--- config.mk ---
export PLATFORM = sky130hd
export DESIGN_NAME = imem_loader
export DESIGN_NICKNAME = d
export VERILOG_FILES = /design/src/rtl/imem_loader.sv
export SDC_FILE = /design/constraint.sdc
export NUM_CORES = 1
export LEC_CHECK = 0
export CELL_PAD_IN_SITES_DETAIL_PLACEMENT = 0
export CELL_PAD_IN_SITES_GLOBAL_PLACEMENT = 1
export CORE_UTILIZATION = 35
export CTS_BUF_LIST = sky130_fd_sc_hd__clkbuf_8
export DETAILED_ROUTE_END_ITERATION = 10
export GPL_TIMING_DRIVEN = 0
export PLACE_DENSITY_LB_ADDON = 0.1
export SYNTH_ARGS = -nofsm -noshare
export SYNTH_HDL_FRONTEND = slang
export SYNTH_SLANG_ARGS = --single-unit
--- constraint.sdc ---
create_clock -name clk -period 5.8 [get_ports clk]
set_clock_uncertainty 0.05 [all_clocks]
set_input_delay 0.58 -clock clk [delete_from_list [all_inputs] [get_ports clk]]
set_output_delay 0.58 -clock clk [all_outputs]
set_load 0.03 [all_outputs]
--- src/rtl/imem_loader.sv ---
`timescale 1ns/1ps
`default_nettype none
// ============================================================================
//  Module   : imem_loader
//  Purpose  : Boot-time program loader. Takes a byte stream over valid/ready,
//             reads a 16-bit little-endian word count, then assembles that
//             many little-endian 32-bit words and writes them into the
//             instruction memory at word addresses 0..N-1. The CPU is kept
//             in reset until every word has been written.
//  Revision : 1.0 - initial release
// ============================================================================
module imem_loader #(
  parameter int ADDR_W = 8,
  parameter int XLEN   = 32   // word width; the assembly path is 4 bytes wide
) (
  input  logic              clk,
  input  logic              rst,         // synchronous, active-low
  input  logic              byte_valid,
  input  logic [7:0]        byte_data,
  output logic              byte_ready,
  input  logic              reload,
  output logic              imem_we,
  output logic [ADDR_W-1:0] imem_waddr,
  output logic [XLEN-1:0]   imem_wdata,
  output logic              cpu_rst,     // active-high CPU reset
  output logic              done,
  output logic              error
);

  // Memory depth in 17 bits so the N > DEPTH test cannot overflow for any
  // 16-bit header value, including ADDR_W = 16.
  localparam logic [16:0] DEPTH = 17'(2 ** ADDR_W);

  typedef enum logic [2:0] {
    HDR0 = 3'd0,
    HDR1 = 3'd1,
    DATA = 3'd2,
    DONE = 3'd3,
    ERR  = 3'd4
  } state_t;

  state_t              state, state_nxt;
  logic [15:0]         count, count_nxt;      // word count N from the header
  logic [15:0]         widx, widx_nxt;        // index of the word being built
  logic [1:0]          bidx, bidx_nxt;        // byte position within the word
  logic [23:0]         part, part_nxt;        // bytes 0..2 of the current word
  logic                ready_nxt;
  logic                we_nxt;
  logic [ADDR_W-1:0]   waddr_nxt;
  logic [XLEN-1:0]     wdata_nxt;
  logic                cpu_rst_nxt;
  logic                done_nxt;
  logic                error_nxt;
  logic                accept;
  logic [15:0]         hdr_n;

  assign accept = byte_valid & byte_ready;
  assign hdr_n  = {byte_data, count[7:0]};

  // Next-state and next-output logic; every output is registered below.
  always_comb begin
    state_nxt   = state;
    count_nxt   = count;
    widx_nxt    = widx;
    bidx_nxt    = bidx;
    part_nxt    = part;
    we_nxt      = 1'b0;
    waddr_nxt   = imem_waddr;
    wdata_nxt   = imem_wdata;
    cpu_rst_nxt = cpu_rst;
    done_nxt    = done;
    error_nxt   = error;

    case (state)
      HDR0: begin
        if (accept) begin
          count_nxt[7:0] = byte_data;
          state_nxt      = HDR1;
        end
      end

      HDR1: begin
        if (accept) begin
          count_nxt = hdr_n;
          if (hdr_n == 16'd0 || {1'b0, hdr_n} > DEPTH) begin
            state_nxt = ERR;
            error_nxt = 1'b1;
          end else begin
            state_nxt = DATA;
            widx_nxt  = 16'd0;
            bidx_nxt  = 2'd0;
          end
        end
      end

      DATA: begin
        if (accept) begin
          if (bidx == 2'd3) begin
            // Fourth byte: the word is complete, issue the write pulse.
            we_nxt    = 1'b1;
            waddr_nxt = widx[ADDR_W-1:0];
            wdata_nxt = {byte_data, part};
            widx_nxt  = widx + 16'd1;
            bidx_nxt  = 2'd0;
            if (widx == count - 16'd1) begin
              state_nxt = DONE;
            end
          end else begin
            // Shift in from the top so byte 0 ends up in bits [7:0].
            part_nxt = {byte_data, part[23:8]};
            bidx_nxt = bidx + 2'd1;
          end
        end
      end

      DONE: begin
        if (reload) begin
          state_nxt   = HDR0;
          cpu_rst_nxt = 1'b1;
          done_nxt    = 1'b0;
          count_nxt   = 16'd0;
          widx_nxt    = 16'd0;
          bidx_nxt    = 2'd0;
          part_nxt    = 24'd0;
        end else begin
          cpu_rst_nxt = 1'b0;
          done_nxt    = 1'b1;
        end
      end

      ERR: begin
        if (reload) begin
          state_nxt = HDR0;
          error_nxt = 1'b0;
          count_nxt = 16'd0;
          widx_nxt  = 16'd0;
          bidx_nxt  = 2'd0;
          part_nxt  = 24'd0;
        end
      end

      default: begin
        state_nxt = HDR0;
      end
    endcase

    ready_nxt = (state_nxt == HDR0) || (state_nxt == HDR1) || (state_nxt == DATA);
  end

  // State and output registers with synchronous active-low reset.
  always_ff @(posedge clk) begin
    if (!rst) begin
      state      <= HDR0;
      count      <= 16'd0;
      widx       <= 16'd0;
      bidx       <= 2'd0;
      part       <= 24'd0;
      byte_ready <= 1'b1;
      imem_we    <= 1'b0;
      imem_waddr <= '0;
      imem_wdata <= '0;
      cpu_rst    <= 1'b1;
      done       <= 1'b0;
      error      <= 1'b0;
    end else begin
      state      <= state_nxt;
      count      <= count_nxt;
      widx       <= widx_nxt;
      bidx       <= bidx_nxt;
      part       <= part_nxt;
      byte_ready <= ready_nxt;
      imem_we    <= we_nxt;
      imem_waddr <= waddr_nxt;
      imem_wdata <= wdata_nxt;
      cpu_rst    <= cpu_rst_nxt;
      done       <= done_nxt;
      error      <= error_nxt;
    end
  end

endmodule
`default_nettype wire

# Word-level counts from Yosys, hierarchy flattened

Index checks and enable logic that the tools add are counted.

Flip-flop bits (word level): 106
Input port bits: 12
Output and inout bits: 45

Add/subtract/negate cells: 3
Magnitude comparators: 1
Equality and inequality tests: 17
Multiplexer cells: 35
Bitwise operators: 2
Reductions and logical operators: 20

Operator list:

| kind                                                                   | number |
|---|---|
| 16-bit 2-to-1 mux                                                      | 6 |
| 24-bit 2-to-1 mux                                                      | 3 |
| 16-bit one-hot mux with 3 select lines                                 | 1 |
| 24-bit one-hot mux with 2 select lines                                 | 1 |
| 8-bit one-hot mux with 3 select lines                                  | 1 |
| 3-bit 2-to-1 mux                                                       | 7 |
| 16-bit by 1-bit adder with 16-bit output (second input constant)       | 1 |
| 16-bit == test                                                         | 1 |
| 16-bit by 9-bit > comparator with 1-bit output (second input constant) | 1 |
| 16-bit logical NOT                                                     | 1 |
| 2-bit inequality test (second input constant)                          | 8 |
| 8-bit one-hot mux with 2 select lines                                  | 1 |
| 16-bit by 1-bit subtractor with 16-bit output (second input constant)  | 1 |
| 3-bit one-hot mux with 4 select lines                                  | 1 |
| 4-bit AND reduction                                                    | 3 |
| 2-bit 2-to-1 mux                                                       | 5 |
| 3-bit by 2-bit == test with 1-bit output (second input constant)       | 3 |
| 3-bit AND reduction                                                    | 3 |
| 8-bit 2-to-1 mux                                                       | 1 |
| 2-bit nonzero test                                                     | 4 |
| 3-bit by 1-bit == test with 1-bit output (second input constant)       | 2 |
| 3-bit logical NOT                                                      | 2 |
| 1-bit 2-to-1 mux                                                       | 6 |
| 2-bit one-hot mux with 3 select lines                                  | 1 |
| other kinds (12)                                                       | 14 |

# Depth between registers and ports, before layout

Gate-level depths: netlist (run 1).

Depth after elaboration: 9
Mapped depth: 10
Mapped depth without buffers: 8

# Worst setup path after synthesis (run 1)

OpenSTA, ideal clock, no wires.

Kind: reg-to-reg
Start point: register count[0]
End point: register byte_ready
Library setup time: 0.116 ns
Arrival: 2.533 ns
Setup slack: 3.102 ns
Cell stages (with the launch flop): 10
Buffers on the path: 1
Clock period less this slack: 2.698 ns
Path through: dfxtp_1 -> clkbuf_1 -> inv_1 -> ha_1 -> or3b_2 -> xnor2_1 -> or4_1 -> and3_1 -> a2111o_1 -> a31o_1

Cells in the longest elaborated chain, start to end: 9
Elaborated cells between the ends (all ways): 16

Ends and longest elaborated chain:

| what                                                                          | RTL line | RTL |
|---|---|---|
| start, declared                                                               | 43       | `logic [15:0] count, count_nxt;` |
| start signal, assigned                                                        | 167      | `count <= count_nxt;` |
| 16-bit by 1-bit subtractor with 16-bit output                                 | 105      | `if (widx == count - 16'd1) begin` |
| 16-bit == test                                                                | 105      |  |
| 3-bit 2-to-1 mux                                                              | 105      |  |
| 3-bit 2-to-1 mux                                                              | 98       | `if (bidx == 2'd3) begin` |
| 3-bit 2-to-1 mux                                                              | 97       | `if (accept) begin` |
| 3-bit one-hot mux with 4 select lines *                                       | 74       | `case (state)` |
| 3-bit by 1-bit == test with 1-bit output or 3-bit logical NOT (tied branches) | 147      | `ready_nxt = (state_nxt == HDR0) \|\| (state_nxt == HDR1) \|\| (state_nxt == DATA);` |
| 1-bit logical OR                                                              | 147      |  |
| 1-bit logical OR *                                                            | 147      |  |
| end signal, assigned                                                          | 171      | `byte_ready <= ready_nxt;` |
| end, declared                                                                 | 20       | `output logic byte_ready,` |

Mark *: on every way between the ends. The rest lies on a longest branch, timed or not.
A chain may end at the register's enable or synchronous reset.

# Worst setup path in the final report (run 1)

Start point: register state[2]
End point: register byte_ready

Cells in the longest elaborated chain, start to end: 7
Elaborated cells between the ends (all ways): 18

Ends and longest elaborated chain:

| what                                                                          | RTL line | RTL |
|---|---|---|
| start, declared                                                               | 42       | `state_t state, state_nxt;` |
| start signal, assigned                                                        | 166      | `state <= state_nxt;` |
| 3-bit 2-to-1 mux                                                              | 105      |  |
| 3-bit 2-to-1 mux                                                              | 98       |  |
| 3-bit 2-to-1 mux                                                              | 97       |  |
| 3-bit one-hot mux with 4 select lines *                                       | 74       |  |
| 3-bit by 1-bit == test with 1-bit output or 3-bit logical NOT (tied branches) | 147      |  |
| 1-bit logical OR                                                              | 147      |  |
| 1-bit logical OR *                                                            | 147      |  |

Marked as above.

==> results.sh, run 1 <==
export IMPL_num_vias=4371
export IMPL_syn_area_per_cell_um2=7.96
export IMPL_dp_hpwl_um=9720
export IMPL_clock_path_buffers=2
export IMPL_crit_top_cell="a2111o_1"
export IMPL_cts_sinks=106
export IMPL_drtAntennaViolNets=0
export IMPL_antennaDiodeCount=0
export IMPL_top_layer="met4"
export IMPL_antenna_found_initial=0
export IMPL_synth_fp_nets=616
export IMPL_drv_slew=0
export IMPL_hp_class="reg2reg"
export IMPL_hold_buffers=0
export IMPL_start_util_pct=36.0
export IMPL_synth_async_reset_ratio_pct=0
export IMPL_power_density_mw_per_mm2=250
export IMPL_clock_root_buffer="clkbuf_8"
export IMPL_p_leak_nw=1.88
export IMPL_setup_worst_path_class="reg2reg"
export IMPL_met2_length_um=5820
export IMPL_m1WireLength_um=6600
export IMPL_ir_drop_mv=0.0968
export IMPL_worstPathArrival_ns=3.43
export IMPL_cts_setup_buffers=0
export IMPL_placedInstanceArea_mm2=0.00555
export IMPL_synthToLayoutAreaGrowth_pct=20.3
export IMPL_overflow=0
export IMPL_cts_resized=0
export IMPL_die_x_um=119
export IMPL_via_per_inst=5.15
export IMPL_ys_seq_area_share_pct=44.4
export IMPL_fmax_mhz=312
export IMPL_cp_num_buf_inv=1
export IMPL_cts_clk_slew_worst_paths_ns=0.10
export IMPL_first_global_vias=4109
export IMPL_layout_drive_gt1_share_pct=5.21
export IMPL_setup_tns_final_ns=0
export IMPL_final_area_mm2=0.00576
export IMPL_worstPathMaxFanout=10
export IMPL_cp_required_ns=6.03
export IMPL_setup_viol_count_final=0
export IMPL_ys_top_cells_by_area="dfxtp_1 (44%), nand2_1 (11%), a21oi_1 (9.8%)"
export IMPL_max_stage_delay_ns=1.08
export IMPL_hold_viol=0
export IMPL_port_buffers=55
export IMPL_cp_top_family="simple AND/OR/NAND/NOR gates"
export IMPL_synth_largest_area_cell="dfxtp_1"
export IMPL_synth_warnings=0
export IMPL_synthesis_area_mm2=0.00478
export IMPL_netlist_instances=601
export IMPL_worstMarginPinSlew_ns=1.33
export IMPL_ys_ff_latch=106
export IMPL_io_pins=57
export IMPL_layout_nets=682
export IMPL_drc=0
export IMPL_htreeDepth=3
export IMPL_rows=42
export IMPL_coreArea_mm2=0.0133
export IMPL_synthDistinctLibCells=54
export IMPL_cpMaxStageDelayCell="nor3_1"
export IMPL_die_y_um=119
export IMPL_wl_um=13100
export IMPL_clock_latency_ns=0.38
export IMPL_fin_crit_ns=3.21
export IMPL_finalWeightedCongestion=0.789
export IMPL_synth_flop_cell="dfxtp_1"
export IMPL_grt_max_degree=18
export IMPL_relSlewSlack_pct=10.4
export IMPL_cts_tree="yes"
export IMPL_wl_per_cell_um=15.5
export IMPL_drt_iter0_drc=267
export IMPL_maxCapViolations=0
export IMPL_cp_start_kind="register"
export IMPL_cts_buffers=9
export IMPL_synth_top_cell_area_share_pct=44.4
export IMPL_critPathCaptureType="register"
export IMPL_fin_crit_sh_pct=55.3
export IMPL_rsz0062_at_grt="false"
export IMPL_track_usage_pct=19.2
export IMPL_synth_edf_count=0
export IMPL_die_area_mm2=0.0141
export IMPL_wl_met3_um=461
export IMPL_status="finished clean"
export IMPL_timing_hold_ws_ns=0.409
export IMPL_crit_chain="clkbuf_1 -> nand2b_1 -> nor3_1 -> nand3_1 -> a2111o_1 -> a2111o_1 -> a31o_1"
export IMPL_drtPass1Iterations=4
export IMPL_grt_pass1_wl_um=21200
==> worst register-to-register path, cell delays in order (launching register included) <==
cell,delay (ns)
dfxtp_1,0.32
clkbuf_1,0.20
nand2b_1,0.26
nor3_1,1.08
nand3_1,0.24
a2111o_1,0.42
a2111o_1,0.32
a31o_1,0.23
==> placed cells by master (no fill, tap or decap), drive strengths merged, types with 4 or more instances in the layout <==
cell type,netlist,final
nand2,139,139
nor3b,4,4
nor3,12,12
or3,12,12
nor4,8,8
dfxtp,106,106
xnor2,13,13
inv,9,12
and2,10,10
nand4,6,6
o31ai,5,5
clkbuf,36,46
nand3,34,34
buf,4,4
or4,6,6
a21oi,95,95
nor2,23,23
mux2i,10,10
xor2,11,11
o21ai,20,20
clkdlybuf4s50,0,55
==> Yosys cell counts, types with 10 or more instances <==
cell type and number:
a21oi_1 94, nand3_1 34, nor3_1 11, clkbuf_1 35, nand2_1 139, and2_1 10, mux2i_1 10, or3_1 12
o21ai_0 19, xnor2_1 13, nor2_1 23, xor2_1 11, dfxtp_1 106
==> metrics by stage <==
step | worst slack (ns) | total power, mW | utilization (%) | std cells
after global routing | 2.37 | 1.50 | 43.3 | 848
final | 2.59 | 1.44 | 43.3 | 848
after floorplan | 3.10 | 0.922 | - | 601
after global placement | 2.34 | 0.970 | 41.8 | 832
after CTS | 2.62 | 1.45 | 43.3 | 848
after detailed placement | 2.35 | 0.976 | 41.8 | 832
==> routing by layer <==
metal / global-route usage, % / vias up
met2: 30.4 / 84
met3: 2.73 / 16
li1: - / 2207
met5: 0 / -
met1: 26.2 / 2064
met4: 7.67 / 0
==> state kept, by name, summed over array words and instances (netlist names), 2 cells and up <==
signal	flops
widx	16
bidx	2
state	3
imem_waddr	8
imem_wdata	32
count	16
part	24
==> cell families after synthesis <==
| kind of cell | share of synthesized area [%] |
|---|---|
| simple gates | 27.8 |
| mux | 2.33 |
| flops | 44.4 |
| buf+inv | 4.05 |
| compound gates | 16.3 |
| fa+ha+maj | 0.785 |
| xor+xnor | 4.39 |
==> path summary, 6_finish.rpt <==
check,startpoint,to,slack [ns],cells after the start
worst max-delay path,state[2]$_SDFF_PN0_,byte_ready$_SDFF_PN1_,2.59,7
worst min-delay path,imem_waddr[2]$_SDFFE_PN0P_,imem_waddr[2]$_SDFFE_PN0P_,0.41,2
worst max register to register,state[2]$_SDFF_PN0_,byte_ready$_SDFF_PN1_,2.59,7
worst min register to register,imem_waddr[2]$_SDFFE_PN0P_,imem_waddr[2]$_SDFFE_PN0P_,0.41,2
==> cell type report <==
class	instances	area (um2)
fill	1404	7540
sequential	106	2120
timing repair buffer	55	551
buffer	40	160
inverter	9	33.8
clock inverter	6	63.8
multi-input combinational	446	2470
tap	176	220
clock buffer	10	138
==> where the power goes <==
| part | internal (mW) | total [mW] | leakage (nW) | switching (mW) |
|---|---|---|---|---|
| combinational | 0.0829 | 0.202 | 0.918 | 0.120 |
| clock | 0.213 | 0.478 | 0.110 | 0.265 |
| sequential | 0.740 | 0.759 | 0.856 | 0.0188 |
No activity file was read; power rests on OpenSTA's default activity.
==> run 2, diff against run 1 <==
==> constraint.sdc (replaced) <==
create_clock -name clk -period 2.7 [get_ports clk]
set_clock_uncertainty 0.05 [all_clocks]
set_input_delay 0.27 -clock clk [delete_from_list [all_inputs] [get_ports clk]]
set_output_delay 0.27 -clock clk [all_outputs]
set_load 0.03 [all_outputs]
==> results.sh, run 2 (synthesized netlist as in run 1, its figures left out) <==
export IMPL_cts_tree="yes"
export IMPL_placedInstanceArea_mm2=0.00555
export IMPL_die_x_um=119
export IMPL_rows=42
export IMPL_clock_latency_ns=0.38
export IMPL_dp_hpwl_um=9720
export IMPL_die_area_mm2=0.0141
export IMPL_wl_per_cell_um=15.5
export IMPL_drtAntennaViolNets=0
export IMPL_overflow=0
export IMPL_fin_crit_ns=2.61
export IMPL_worstPathArrival_ns=2.84
export IMPL_critPathCaptureType="register"
export IMPL_worstPathMaxFanout=8
export IMPL_reg2regPathDepth=6
export IMPL_io_pins=57
export IMPL_setup_viol_count_final=0
export IMPL_hold_viol=0
export IMPL_rsz0062_at_grt="false"
export IMPL_cp_start_kind="register"
export IMPL_clock_root_buffer="clkbuf_8"
export IMPL_ir_drop_mv=0.208
export IMPL_cts_sinks=106
export IMPL_final_cell_mix="nand2_1 (139), dfxtp_1 (104), a21oi_1 (93), clkdlybuf4s50_1 (55), nand3_1 (33)"
export IMPL_grt_pass1_wl_um=21200
export IMPL_relSlewSlack_pct=55.3
export IMPL_timing_final_ws_setup_ns=0.0878
export IMPL_p_leak_nw=1.93
export IMPL_synthToLayoutAreaGrowth_pct=22.6
export IMPL_final_common_cell="nand2_1"
export IMPL_fmax_mhz=383
export IMPL_htreeDepth=3
export IMPL_power_density_mw_per_mm2=534
export IMPL_final_area_mm2=0.00587
export IMPL_cp_required_ns=2.93
export IMPL_largest_register_ffs=32
export IMPL_drv_slew=0
export IMPL_maxCapViolations=0
export IMPL_grt_max_degree=18
export IMPL_die_y_um=119
export IMPL_cts_buffers=9
export IMPL_layout_drive_gt1_share_pct=8.16
export IMPL_drc=0
export IMPL_coreArea_mm2=0.0133
export IMPL_fin_crit_sh_pct=96.7
export IMPL_antenna_found_initial=0
export IMPL_setup_worst_path_class="reg2reg"
export IMPL_hold_depth=3
export IMPL_first_global_vias=4133
export IMPL_cts_clk_slew_worst_paths_ns=0.10
export IMPL_start_util_pct=36.0
export IMPL_total_power_mw=3.13
export IMPL_layout_nets=684
export IMPL_fin_util_pct=44.1
export IMPL_crit_chain="or3_1 -> or4_1 -> a21oi_1 -> o2111ai_1 -> a2111o_1 -> a31o_1"
export IMPL_wl_um=13200
export IMPL_via_per_inst=5.13
export IMPL_finalWeightedCongestion=0.789
export IMPL_port_buffers=55
export IMPL_cpMaxStageDelayCell="or4_1"
export IMPL_hp_class="in2reg"
export IMPL_top_regs="imem_wdata (32), part (24)"
export IMPL_antennaDiodeCount=0
export IMPL_max_flop_register="imem_wdata"
export IMPL_drtPass1Iterations=6
export IMPL_dp_slack_ns=-0.444
export IMPL_worstMarginPinSlew_ns=0.667
export IMPL_status="finished clean"
export IMPL_clock_path_buffers=2
export IMPL_num_vias=4364
export IMPL_track_usage_pct=19.2
export IMPL_drt_iter0_drc=279
export IMPL_max_stage_delay_ns=0.51
run 2: cell count changes in the layout (fill, tap and decap cells not counted), sizes merged:
cell,delta
buf,+4
clkbuf,-2
run 2: power by group:
group          switching (mW)  internal, mW  leakage, nW
clock network           0.569         0.458        0.110
logic                   0.260         0.206        0.967
registers              0.0469          1.59        0.857
total                   0.876          2.25         1.93
run 2: final timing paths:
check                               end  slack, ns                        from
max reg2reg       byte_ready$_SDFF_PN1_       0.09       count[2]$_SDFFE_PN0P_
max               byte_ready$_SDFF_PN1_       0.09       count[2]$_SDFFE_PN0P_
min                cpu_rst$_SDFFE_PN1N_       0.25                      reload
min reg2reg  imem_waddr[2]$_SDFFE_PN0P_       0.41  imem_waddr[2]$_SDFFE_PN0P_
run 2: critical path, delay by kind of cell, from the launching register on:
kind / cells / cell delay [ns]
compound gates: 4 / 1.00
simple gates: 2 / 1.00
flops: 1 / 0.46
run 2: what timing repair did:
action | 4_1_cts | 5_1_grt
buffers inserted | 1 | 3
endpoints found under the setup margin | 44 | 76
resized for setup | 11 | 17
hold buffers | 0 | 0
pin swaps | 0 | 4
run 2: final cells by class:
class                      count  area (um2)
sequential                   106        2130
clock buffer                  10         138
buffer                        38         161
inverter                       9        33.8
timing repair buffer          59         581
tap                          176         220
fill                        1397        7430
multi-input combinational    446        2540
clock inverter                 6        63.8
run 2: metrics by stage:
| stage | TNS, ns | cells | hold slack [ns] |
|---|---|---|---|
| 2_1_floorplan | 0 | 601 | 0.292 |
| 3_3_place_gp | -16.37 | 832 | 0.394 |
| 3_5_place_dp | -21.07 | 832 | 0.398 |
| 4_1_cts | -0.000435 | 848 | 0.228 |
| 5_1_grt | 0 | 850 | 0.266 |
| 6_report | 0 | 850 | 0.249 |
run 2: layer usage:
metal / vias up / global-route usage, % / part of all wire (%)
met5: - / 0 / 0
met4: 0 / 7.52 / 1.6
met3: 14 / 2.83 / 3.5
met2: 73 / 30.6 / 46
met1: 2074 / 26.1 / 49
li1: 2203 / - / -
